`config.mk`:
```
export PLATFORM = sky130hd
export DESIGN_NAME = tdoa_collector
export DESIGN_NICKNAME = d
export VERILOG_FILES = /design/src/rtl/tdoa_collector.sv
export SDC_FILE = /design/constraint.sdc
export NUM_CORES = 1
export LEC_CHECK = 0
export ABC_AREA = 1
export BUFFER_PORTS_ARGS = -buffer_cell sky130_fd_sc_hd__clkbuf_2
export CAP_MARGIN = 10
export CORE_MARGIN = 8
export CORE_UTILIZATION = 40
export DETAILED_ROUTE_END_ITERATION = 12
export SKIP_LAST_GASP = 1
export SLEW_MARGIN = 25
export SYNTH_ARGS = -nofsm -noshare
export SYNTH_HDL_FRONTEND = slang
export SYNTH_SLANG_ARGS = --single-unit
```
`constraint.sdc`:
```
create_clock -name clk -period 12.29 [get_ports clk]
set_clock_uncertainty 0.05 [all_clocks]
set_input_delay 2.458 -clock clk [delete_from_list [all_inputs] [get_ports clk]]
set_output_delay 2.458 -clock clk [all_outputs]
set_load 0.01 [all_outputs]
```
`src/rtl/tdoa_collector.sv`:
```
// tdoa_collector
//   Gathers one acoustic event from N_CH threshold detectors and packages the
//   arrival times as differences against the earliest-latched channel.
//
//   Ports:
//     clk          system clock, rising edge
//     rst          asynchronous active-high reset
//     ch_valid     per-channel detection valid, held by detector until acked
//     ch_time      packed detect times, channel i at [i*TW +: TW]
//     ch_ack       one-cycle acknowledge, the cycle after the channel latches
//     out_valid    result bundle valid, held until out_ack
//     out_ack      consumer acknowledge
//     out_mask     channels that arrived within the window
//     out_ref      index of the reference (earliest-latched) channel
//     out_diff     packed ch_time[i] - ref_time, modulo 2^TW
//     out_timeout  event closed by window expiry rather than full arrival
module tdoa_collector #(
    parameter int N_CH   = 4,
    parameter int TW     = 32,
    parameter int WINDOW = 4096
) (
    input  logic                 clk,
    input  logic                 rst,
    input  logic [N_CH-1:0]      ch_valid,
    input  logic [N_CH*TW-1:0]   ch_time,
    output logic [N_CH-1:0]      ch_ack,
    output logic                 out_valid,
    input  logic                 out_ack,
    output logic [N_CH-1:0]      out_mask,
    output logic [2:0]           out_ref,
    output logic [N_CH*TW-1:0]   out_diff,
    output logic                 out_timeout
);

    localparam int CW = (WINDOW > 1) ? $clog2(WINDOW) : 1;
    localparam logic [CW-1:0] CNT_LAST = CW'(WINDOW - 1);

    typedef enum logic [1:0] {
        ST_IDLE    = 2'd0,
        ST_COLLECT = 2'd1,
        ST_DONE    = 2'd2
    } state_t;

    state_t            state_r;
    logic [N_CH-1:0]   got_r;
    logic [TW-1:0]     time_r [N_CH];
    logic [2:0]        ref_r;
    logic [CW-1:0]     cnt_r;

    logic [N_CH-1:0]   latch_s;
    logic [N_CH-1:0]   got_next_s;
    logic              all_got_s;
    logic [TW-1:0]     time_next_s [N_CH];
    logic [2:0]        ref_next_s;
    logic [TW-1:0]     ref_time_s;
    logic [N_CH*TW-1:0] diff_s;
    logic              enter_done_s;
    logic              timeout_s;

    // Lowest set bit index; used to pick the reference among simultaneous arrivals.
    function automatic logic [2:0] lowest_set(input logic [N_CH-1:0] v);
        logic [2:0] idx;
        idx = 3'd0;
        for (int i = N_CH - 1; i >= 0; i--) begin
            if (v[i]) begin
                idx = 3'(i);
            end else begin
                idx = idx;
            end
        end
        return idx;
    endfunction

    // Latch qualification and the view of got/time/reference after this edge.
    always_comb begin
        latch_s = '0;
        if (state_r != ST_DONE) begin
            latch_s = ch_valid & ~got_r;
        end else begin
            latch_s = '0;
        end
        got_next_s = got_r | latch_s;
        all_got_s  = &got_next_s;
        for (int i = 0; i < N_CH; i++) begin
            time_next_s[i] = latch_s[i] ? ch_time[i*TW +: TW] : time_r[i];
        end
        if (state_r == ST_IDLE) begin
            ref_next_s = lowest_set(latch_s);
        end else begin
            ref_next_s = ref_r;
        end
    end

    // Differences against the reference; includes channels latching on this edge.
    always_comb begin
        ref_time_s = '0;
        diff_s     = '0;
        for (int i = 0; i < N_CH; i++) begin
            if (3'(i) == ref_next_s) begin
                ref_time_s = time_next_s[i];
            end else begin
                ref_time_s = ref_time_s;
            end
        end
        for (int i = 0; i < N_CH; i++) begin
            if (got_next_s[i] && (3'(i) != ref_next_s)) begin
                diff_s[i*TW +: TW] = time_next_s[i] - ref_time_s;
            end else begin
                diff_s[i*TW +: TW] = '0;
            end
        end
    end

    // Event close decision: full arrival wins over expiry on the same edge.
    always_comb begin
        enter_done_s = 1'b0;
        timeout_s    = 1'b0;
        case (state_r)
            ST_IDLE: begin
                if (all_got_s) begin
                    enter_done_s = 1'b1;
                end else begin
                    enter_done_s = 1'b0;
                end
            end
            ST_COLLECT: begin
                if (all_got_s) begin
                    enter_done_s = 1'b1;
                end else if (cnt_r == CNT_LAST) begin
                    enter_done_s = 1'b1;
                    timeout_s    = 1'b1;
                end else begin
                    enter_done_s = 1'b0;
                end
            end
            default: begin
                enter_done_s = 1'b0;
                timeout_s    = 1'b0;
            end
        endcase
    end

    // State, latches, window counter and registered outputs.
    always_ff @(posedge clk or posedge rst) begin
        if (rst) begin
            state_r     <= ST_IDLE;
            got_r       <= '0;
            ref_r       <= 3'd0;
            cnt_r       <= '0;
            for (int i = 0; i < N_CH; i++) begin
                time_r[i] <= '0;
            end
            ch_ack      <= '0;
            out_valid   <= 1'b0;
            out_mask    <= '0;
            out_ref     <= 3'd0;
            out_diff    <= '0;
            out_timeout <= 1'b0;
        end else begin
            ch_ack <= latch_s;
            got_r  <= got_next_s;
            for (int i = 0; i < N_CH; i++) begin
                time_r[i] <= time_next_s[i];
            end
            if (enter_done_s) begin
                state_r     <= ST_DONE;
                out_valid   <= 1'b1;
                out_mask    <= got_next_s;
                out_ref     <= ref_next_s;
                out_diff    <= diff_s;
                out_timeout <= timeout_s;
            end
            case (state_r)
                ST_IDLE: begin
                    if (|latch_s) begin
                        ref_r <= ref_next_s;
                        cnt_r <= '0;
                        if (!enter_done_s) begin
                            state_r <= ST_COLLECT;
                        end
                    end
                end
                ST_COLLECT: begin
                    cnt_r <= cnt_r + CW'(1);
                end
                ST_DONE: begin
                    // Bundle stays frozen; only the consumer ack releases it.
                    if (out_ack) begin
                        out_valid <= 1'b0;
                        got_r     <= '0;
                        state_r   <= ST_IDLE;
                    end
                end
                default: begin
                    state_r <= ST_IDLE;
                end
            endcase
        end
    end

endmodule
```
======== Yosys cells after proc, flatten, opt, wreduce, memory -nomap -nowiden ========
Cells that the tools add are included.
W data, S select, Z words.
operators by class
  eq/ne operators ......................... 11
  div/mod/pow operators ................... 0
  bitwise operators ....................... 3
  add/sub/neg operators ................... 5
  muxes and demuxes ....................... 36
  shift-type cells ........................ 0
  $mul .................................... 0
  reductions and logical operators ........ 12
  order comparisons ....................... 0
operator list
  kind                     count
  $mux W32                 12
  $sub A32 B32 Y32         4
  $pmux W12 S2             1
  $add A12 B1 Y12 const B  1
  $eq A12 B12 Y1 const B   1
  $mux W12                 1
  $mux W3                  4
  $mux W4                  3
  $mux W2                  5
  $mux W1                  8
  $eq A2 B3 Y1 const A     2
  $ne A2 B3 Y1 const A     2
  $pmux W2 S3              1
  $and A4 B4 Y4            1
  $logic_and A1 B1 Y1      4
  $not A4 Y4               1
  $or A4 B4 Y4             1
  $reduce_and A2 Y1        2
  $reduce_and A4 Y1        1
  $reduce_or A4 Y1         1
  $eq A1 B3 Y1 const A     1
  $logic_not A3 Y1         1
  $ne A1 B3 Y1 const A     1
  $reduce_bool A3 Y1       1
  other kinds (7)          7
word-level totals
  bits in writable memories ............... 0
  word-level logic and storage cells ...... 81
  memories kept ........................... 0
  output and inout port bits .............. 141
  bits in registers ....................... 290
  latch bits .............................. 0
  ROM bits ................................ 0

======== Longest topological paths before layout ========
Gate-level depths: netlist of run 1.
  depth in word-level cells ............... 15
  mapped depth ............................ 28

======== Worst setup path before layout of run 1 ========
No wires, ideal clock.
  kind .................................... input port to flip-flop
  start point ............................. in ch_valid[3]
  end point ............................... reg out_diff[22]
  library setup time ...................... 118 ps
  stages on the path ...................... 25
  path slack .............................. 6,505 ps
  path buffers ............................ 2
  arrival ................................. 5,617 ps
  path through ............................ inv_1 nor2_1 nand2_4 nand2_2 nand3_2 nand2_4 inv_4 nor2_4 buf_2 buf_1 a221oi_1 o22ai_1 ha_1 inv_1 fa_1 nand2_1 nand2_1 nand3_1 nand2_1 nand2_1 nand2_1 nand2_1 nand3_1 nand3_1 nand2_1
on the way
  cells in the longest elaborated chain, start to end .. 14
ends and longest elaborated chain
  what                    line  source
  start: declaration      24    input logic [N_CH-1:0] ch_valid,
  $and A4 B4 Y4 (*)       78    latch_s = ch_valid & ~got_r;
  $mux W4 (*)             77    if (state_r != ST_DONE) begin
  $mux W2                 65    if (v[i]) begin
  $mux W3 (3 in a row)    65
  $mux W3                 87    if (state_r == ST_IDLE) begin
  $logic_not A3 Y1        99    if (3'(i) == ref_next_s) begin
  $mux W32 (4 in a row)   99
  $sub A32 B32 Y32        107   diff_s[i*TW +: TW] = time_next_s[i] - ref_time_s;
  $mux W32                106   if (got_next_s[i] && (3'(i) != ref_next_s)) begin
  end signal: assignment  170   out_diff <= diff_s;
  end: declaration        31    output logic [N_CH*TW-1:0] out_diff,
Mark *: on every way between the ends. The rest lies on a longest branch, timed or not.
A chain may end at the register's enable or synchronous reset.

======== Final worst setup path of run 1 ========
  start point ............................. in ch_valid[3]
  end point ............................... reg out_diff[127]
Same word-level chain as after synthesis.

==> results.txt, run 1 <==
----------------------------------------------------
[Route]
  Routed length per placed instance ... 20.41 um
  Count of TritonRoute iterations in the first routing pass ... 8
  Vias after detailed routing ... 23330
  Antenna violation net count after detailed routing ... 0
  Number of vias per cell ... 5.248
  Total wire length after detailed routing ... 90740 um
  Post-detailed-route DRC marker count ... 0
  DRC violation total after the first TritonRoute iteration ... 1879

[Die]
  Total die area ... 62820 um2
  FP Rows ... 86
  Total core area ... 54770 um2
  Die extent in x ... 250.6 um
  Starting Density ... 40.21%
  I/O Pins ... 276
  Die span in y ... 250.6 um

[Critical path]
  Sequence of cells on the critical path ... clkbuf_2 > inv_1 > nor2_1 > nand2_4 > nand2_2 > nand3_2 > nand2_4 > inv_4 > nor2_8 > inv_2 > o21ai_0 > ha_1 > a21oi_1 > inv_1 > a31oi_1 > inv_1 > a21oi_1 > nor2_1 > nor2_1 > nand3_1 > nand3_1 > nand2_1
  Endpoint required time on the critical path ... 12.69 ns
  Crit path max-delay family ... simple AND/OR/NAND/NOR gates
  Stage delay of the slowest cell on the critical path ... 0.66 ns
  Startpoint type of the worst setup path ... primary input
  Maximum net fanout on the critical path ... 34
  Worst EP arrival ... 6.95 ns
  Category of the worst setup path capture point ... flip-flop
  Library cell contributing the largest single delay on the critical path ... o21ai_0
  WS Path Type ... in -> reg
  Buffers and inverters on the worst path ... 6

[Clock network]
  Post-CTS Hold Fix Bufs ... 0
  Total CTS buffers ... 37
  Post-CTS resize count ... 0
  Clock latency at the later pin of the worst-skew pair ... 0.57 ns
  Sink Count ... 290
  Buffer count from post-CTS setup fixing ... 0
  Root cell of the clock tree ... clkbuf_16
  TritonCTS clock tree ... done
  Number of H-tree branching levels ... 2
  Clock Tree Buf Depth ... 3
  Clock-pin slew on the worst setup and hold paths ... 0.06 ns

[STA]
  Aggregate negative setup slack ... 0 ns
  Setup violators final ... 0
  Setup repair after global routing missed its margin ... no
  Period utilisation layout ... 53.29%
  Transition time at the pin with the least slew margin ... 0.9425 ns
  Number of hold-slack violations in the final timing report ... 0
  Setup slack of the critical path after layout ... 5.741 ns
  Pins Over Slew Limit ... 0
  Upper clock frequency limit ... 0.1527 GHz
  Final period demand of the worst path ... 6.549 ns
  Hold Worst Slack ... 0.4289 ns
  Headroom to the max-slew limit ... 37.17%

[Finish]
  Synth-to-Final Area Change ... 14.71%
  Most frequent cells in the layout ... nand2_1 (1453), inv_1 (398), dfrtp_1 (290)
  Most common cell after layout, fill and taps aside ... nand2_1
  Count of inserted antenna diode cells ... 0
  Nets@finish ... 3925
  Share of post-route cells with drive strength above 1 ... 13.52%

[Global routing]
  Number of global-route vias before repair ... 22470
  Overall fraction of global-route tracks in use ... 28.16%
  Largest net degree at the start of global routing ... 114
  Antenna violations before repair ... 0
  Leftover overflow at the end of global routing ... 0
  Wire length of the first global-routing pass ... 136000 um

[Synthesis]
  Number of enable flip-flop cells after synthesis ... 0
  Sequential-to-total area share from yosys stat ... 32.95%
  Avg Cell Area, Syn ... 6.372 um2
  Warning count from the yosys run ... 0
  Number of storage elements in the synthesis netlist ... 290
  Post-synthesis cell type count ... 63
  Synth Cell Area ... 22020 um2
  Net count after synthesis ... 3665
  Async S/R FF share, synth ... 100.0%
  Primary FF master, synth ... dfrtp_1
  Syn Inst Count ... 3456

[Placement]
  Final Wtd Congestion ... 0.9920
  Number of input and output port buffers inserted ... 275
  Half-perimeter wire length after placement ... 73960 um
  Setup slack at placement ... 4.842 ns

[Status]
  Run status ... completed

[Min path]
  Min-Delay Path Class ... reg -> reg

[Flow run]
  Number of max-capacitance violations reported ... 0

----------------------------------------------------
## synth_stat cells, types with 27 or more instances
cell	instances	area, um2
nor2_1	227	852.1
dfrtp_1	290	7257
o21ai_0	119	595.6
clkbuf_1	31	116.4
ha_1	73	913.4
inv_2	28	105.1
nand2_1	1453	5454
nand4_1	30	187.7
nor3_1	27	135.1
inv_1	399	1498
a21oi_1	156	780.8
o21ai_1	31	155.2
nand3_1	287	1436
nand2_2	27	168.9
## sequential cells by signal, indices dropped and copies added, names as in the netlist
signal,count
time_r,128
ch_ack,4
ref_r,3
out_valid,1
got_r,4
state_r,2
cnt_r,12
out_diff,128
out_ref,3
out_timeout,1
out_mask,4
## final cells by class
type	instances	area [um2]
clock inverter	15	136.4
sequential	290	7257
clock buffer	50	1065
fill	5820	29510
tap	704	880.8
multi-input combinational	2672	12830
timing repair buffer	286	1471
inverter	429	1623
## worst min-delay path, stage by stage, from the launching register on
cell and delay (ns):
dfrtp_1 0.34, nand2_1 0.05, nand2_1 0.06
## cells by family after synthesis
kind of cell / Yosys count / share of synthesized area [%]
mux: 2 / 0.09091
xor+xnor: 10 / 0.3978
fa+ha+maj: 74 / 4.239
compound gates: 413 / 10.85
simple gates: 2173 / 42.57
flops: 290 / 32.95
buf+inv: 494 / 8.898
## routing by layer
metal,part of all wire (%),global-route usage (%),vias up
li1,-,-,11590
met1,45,38.41,10810
met2,45,44.78,775
met3,6.8,4.498,155
met4,3.7,10.04,0
met5,0,0,-
## path summary, 6_finish.rpt
check	startpoint	end	slack (ns)	cells after the start
max reg2reg	state_r[1]	out_diff[127]	7.14	20
min reg2reg	out_diff[77]	out_diff[77]	0.43	2
min in group asynchronous	rst	cnt_r[0]	2.02	2
max in group asynchronous	rst	out_diff[95]	8.75	3
min	out_diff[77]	out_diff[77]	0.43	2
max	ch_valid[3]	out_diff[127]	5.74	22
## metrics by stage
step	utilization, %	area (um2)	instances
2_1_floorplan	-	22020	3456
3_3_place_gp	43.92	24050	4381
3_5_place_dp	43.92	24050	4381
4_1_cts	46.11	25250	4446
5_1_grt	46.12	25260	4446
6_report	46.12	25260	4446
Power of run 1 is left out: the tool's default activity adds up to more than one toggle a clock period on the data nets, which glitch-free logic cannot reach.
==> run 2, diff against run 1 <==
clock period = 5.79 ns   (was 12.29 ns; I/O delays follow)
==> run 2 against run 1 <==
- final area is 0.89% higher
- wire length grew 0.55%
- final cell count rose by 0.45%
- count of clock-buffer cells in the layout decreased by 7
- die area unchanged
- non-clock buffer count rose by 20
- flip-flop and latch count stayed put
- critical path type unchanged
- critical endpoint is now out_diff[93]
==> results.txt, run 2 (synthesis results as in run 1) <==
----------------------------------------------------
[Critical path]
  Endpoint required time on the critical path ... 6.19 ns (was 12.69 ns)
  Sequence of cells on the critical path ... clkbuf_2 > inv_1 > nor2_1 > nand2_4 > nand2_2 > nand3_2 > nand2_4 > inv_4 > nor2_4 > buf_4 > a31oi_1 > a21oi_1 > ha_1 > a21oi_1 > inv_1 > a31oi_1 > o221ai_1 > a21oi_1 > nand3_1 > nand3_1 > nand2_1 (was clkbuf_2 > inv_1 > nor2_1 > nand2_4 > nand2_2 > nand3_2 > nand2_4 > inv_4 > nor2_8 > inv_2 > o21ai_0 > ha_1 > a21oi_1 > inv_1 > a31oi_1 > inv_1 > a21oi_1 > nor2_1 > nor2_1 > nand3_1 > nand3_1 > nand2_1)
  Buffers and inverters on the worst path ... 5 (was 6)
  Category of the worst setup path capture point ... flip-flop (unchanged)
  WS Path Type ... in -> reg (unchanged)
  Maximum net fanout on the critical path ... 19 (was 34)
  Stage delay of the slowest cell on the critical path ... 0.46 ns (was 0.66 ns)
  Library cell contributing the largest single delay on the critical path ... a21oi_1 (was o21ai_0)
  Crit path max-delay family ... simple AND/OR/NAND/NOR gates (unchanged)
  Most repeated library cell on the critical path ... a21oi_1
  Worst EP arrival ... 5.11 ns (was 6.95 ns)
  Minimum setup slack among reg-to-reg paths ... 1.26 ns (was 7.14 ns)
  Startpoint type of the worst setup path ... primary input (unchanged)

[Die]
  Die extent in x ... 250.6 um (unchanged)
  FP Rows ... 86 (unchanged)
  Total die area ... 62820 um2 (unchanged)
  I/O Pins ... 276 (unchanged)
  Die span in y ... 250.6 um (unchanged)
  Total core area ... 54770 um2 (unchanged)
  Starting Density ... 40.21% (unchanged)

[Clock network]
  Clock-pin slew on the worst setup and hold paths ... 0.06 ns (about the same)
  Buffer count from post-CTS setup fixing ... 0 (unchanged)
  Number of H-tree branching levels ... 2 (unchanged)
  Sink Count ... 290 (unchanged)
  Post-CTS Hold Fix Bufs ... 0 (unchanged)
  TritonCTS clock tree ... done (unchanged)
  Clock latency at the later pin of the worst-skew pair ... 0.57 ns (about the same)
  Total CTS buffers ... 37 (unchanged)
  Post-CTS resize count ... 0 (unchanged)
  Root cell of the clock tree ... clkbuf_16 (unchanged)
  Clock Tree Buf Depth ... 3 (unchanged)

[Global routing]
  Overall fraction of global-route tracks in use ... 28.14% (was 28.16%)
  Largest net degree at the start of global routing ... 162 (was 114)
  Antenna violations before repair ... 0 (unchanged)
  Wire length of the first global-routing pass ... 136300 um (was 136000 um)
  Number of global-route vias before repair ... 22440 (was 22470)
  Leftover overflow at the end of global routing ... 0 (unchanged)

[Route]
  Routed length per placed instance ... 20.43 um (was 20.41 um)
  Total wire length after detailed routing ... 91240 um (was 90740 um)
  Count of TritonRoute iterations in the first routing pass ... 6 (was 8)
  Number of vias per cell ... 5.297 (was 5.248)
  Antenna violation net count after detailed routing ... 0 (unchanged)
  DRC violation total after the first TritonRoute iteration ... 2152 (was 1879)
  Post-detailed-route DRC marker count ... 0 (unchanged)
  Vias after detailed routing ... 23660 (was 23330)

[STA]
  Setup violators final ... 0 (unchanged)
  Period utilisation layout ... 81.31%
  Setup slack of the critical path after layout ... 1.082 ns (was 5.741 ns)
  Transition time at the pin with the least slew margin ... 0.9985 ns (was 0.9425 ns)
  Number of hold-slack violations in the final timing report ... 0 (unchanged)
  Headroom to the max-slew limit ... 32.73% (was 37.17%)
  Pins Over Slew Limit ... 0 (unchanged)
  Aggregate negative setup slack ... 0 ns (unchanged)
  Upper clock frequency limit ... 0.2124 GHz
  Setup repair after global routing missed its margin ... no (unchanged)
  Final period demand of the worst path ... 4.708 ns

[Finish]
  Most common cell after layout, fill and taps aside ... nand2_1 (unchanged)
  Nets@finish ... 3945 (was 3925)
  Most frequent cells in the layout ... nand2_1 (1453), inv_1 (398), dfrtp_1 (290) (unchanged)
  Top flop regs ... out_diff (128), time_r (128), cnt_r (12) (unchanged)
  Post-layout instance count excluding filler cells ... 4466 (was 4446)
  Count of inserted antenna diode cells ... 0 (unchanged)
  Synth-to-Final Area Change ... 15.73% (was 14.71%)
  Final core occ ... 46.53% (was 46.12%)
  Share of post-route cells with drive strength above 1 ... 14.01% (was 13.52%)

[Placement]
  Half-perimeter wire length after placement ... 74570 um (was 73960 um)
  Setup slack at placement ... 0.5667 ns (was 4.842 ns)
  Number of input and output port buffers inserted ... 275 (unchanged)
  Final Wtd Congestion ... 1.021 (was 0.9920)
  Cell count after placement ... 4401 (was 4381)

[Flow run]
  Number of max-capacitance violations reported ... 0 (unchanged)

[Status]
  Run status ... completed (unchanged)

[Min path]
  Min-Delay Path Class ... reg -> reg (unchanged)

----------------------------------------------------
-- run 2: cell count changes in the layout (fill, tap and decap cells not counted), moves of 2 or more --
cell,before,now
clkbuf_8,9,2
buf_4,10,29
clkbuf_16,37,39
clkinvlp_4,3,6
bufinv_16,2,5
clkbuf_1,4,2
inv_6,0,2
-- run 2: routing by layer --
layer | GRT usage [%] | vias up | wire, um
met3 | 4.270 | 143 | 6917
li1 | - | 11640 | -
met5 | 0 | - | 0
met1 | 38.57 | 10950 | 40180
met2 | 45.04 | 927 | 40950
met4 | 9.328 | 0 | 3195
-- run 2: worst paths after layout --
check | start | depth (start not counted) | endpoint
worst min register to register | out_mask[2] | 2 | out_mask[2]
worst min-delay path | out_mask[2] | 2 | out_mask[2]
worst max register to register | state_r[1] | 17 | out_diff[93]
min in group asynchronous | rst | 2 | cnt_r[5]
max in group asynchronous | rst | 3 | time_r[23]
worst max-delay path | ch_valid[3] | 21 | out_diff[93]
-- run 2: cell type report --
cell class	instances	area (um2)
Tap cell	704	880.8
Sequential cell	290	7257
Multi-Input combinational cell	2672	12820
Fill cell	5795	29280
Clock inverter	22	262.8
Timing Repair Buffer	306	1634
Inverter	429	1619
Clock buffer	43	1011
-- run 2: stage by stage --
| step | hold WS (ns) | area [um2] |
|---|---|---|
| 2_1_floorplan | 0.3922 | 22020 |
| 3_3_place_gp | 0.4034 | 24210 |
| 3_5_place_dp | 0.4112 | 24210 |
| 4_1_cts | 0.4254 | 25490 |
| 5_1_grt | 0.4401 | 25490 |
| 6_report | 0.4176 | 25490 |
-- run 2: tightest hold or removal path: stages (launching register included) --
cell,delay (ns)
dfrtp_1,0.34
nand2_1,0.05
nand2_1,0.05
Power of run 2 is left out for the same reason.
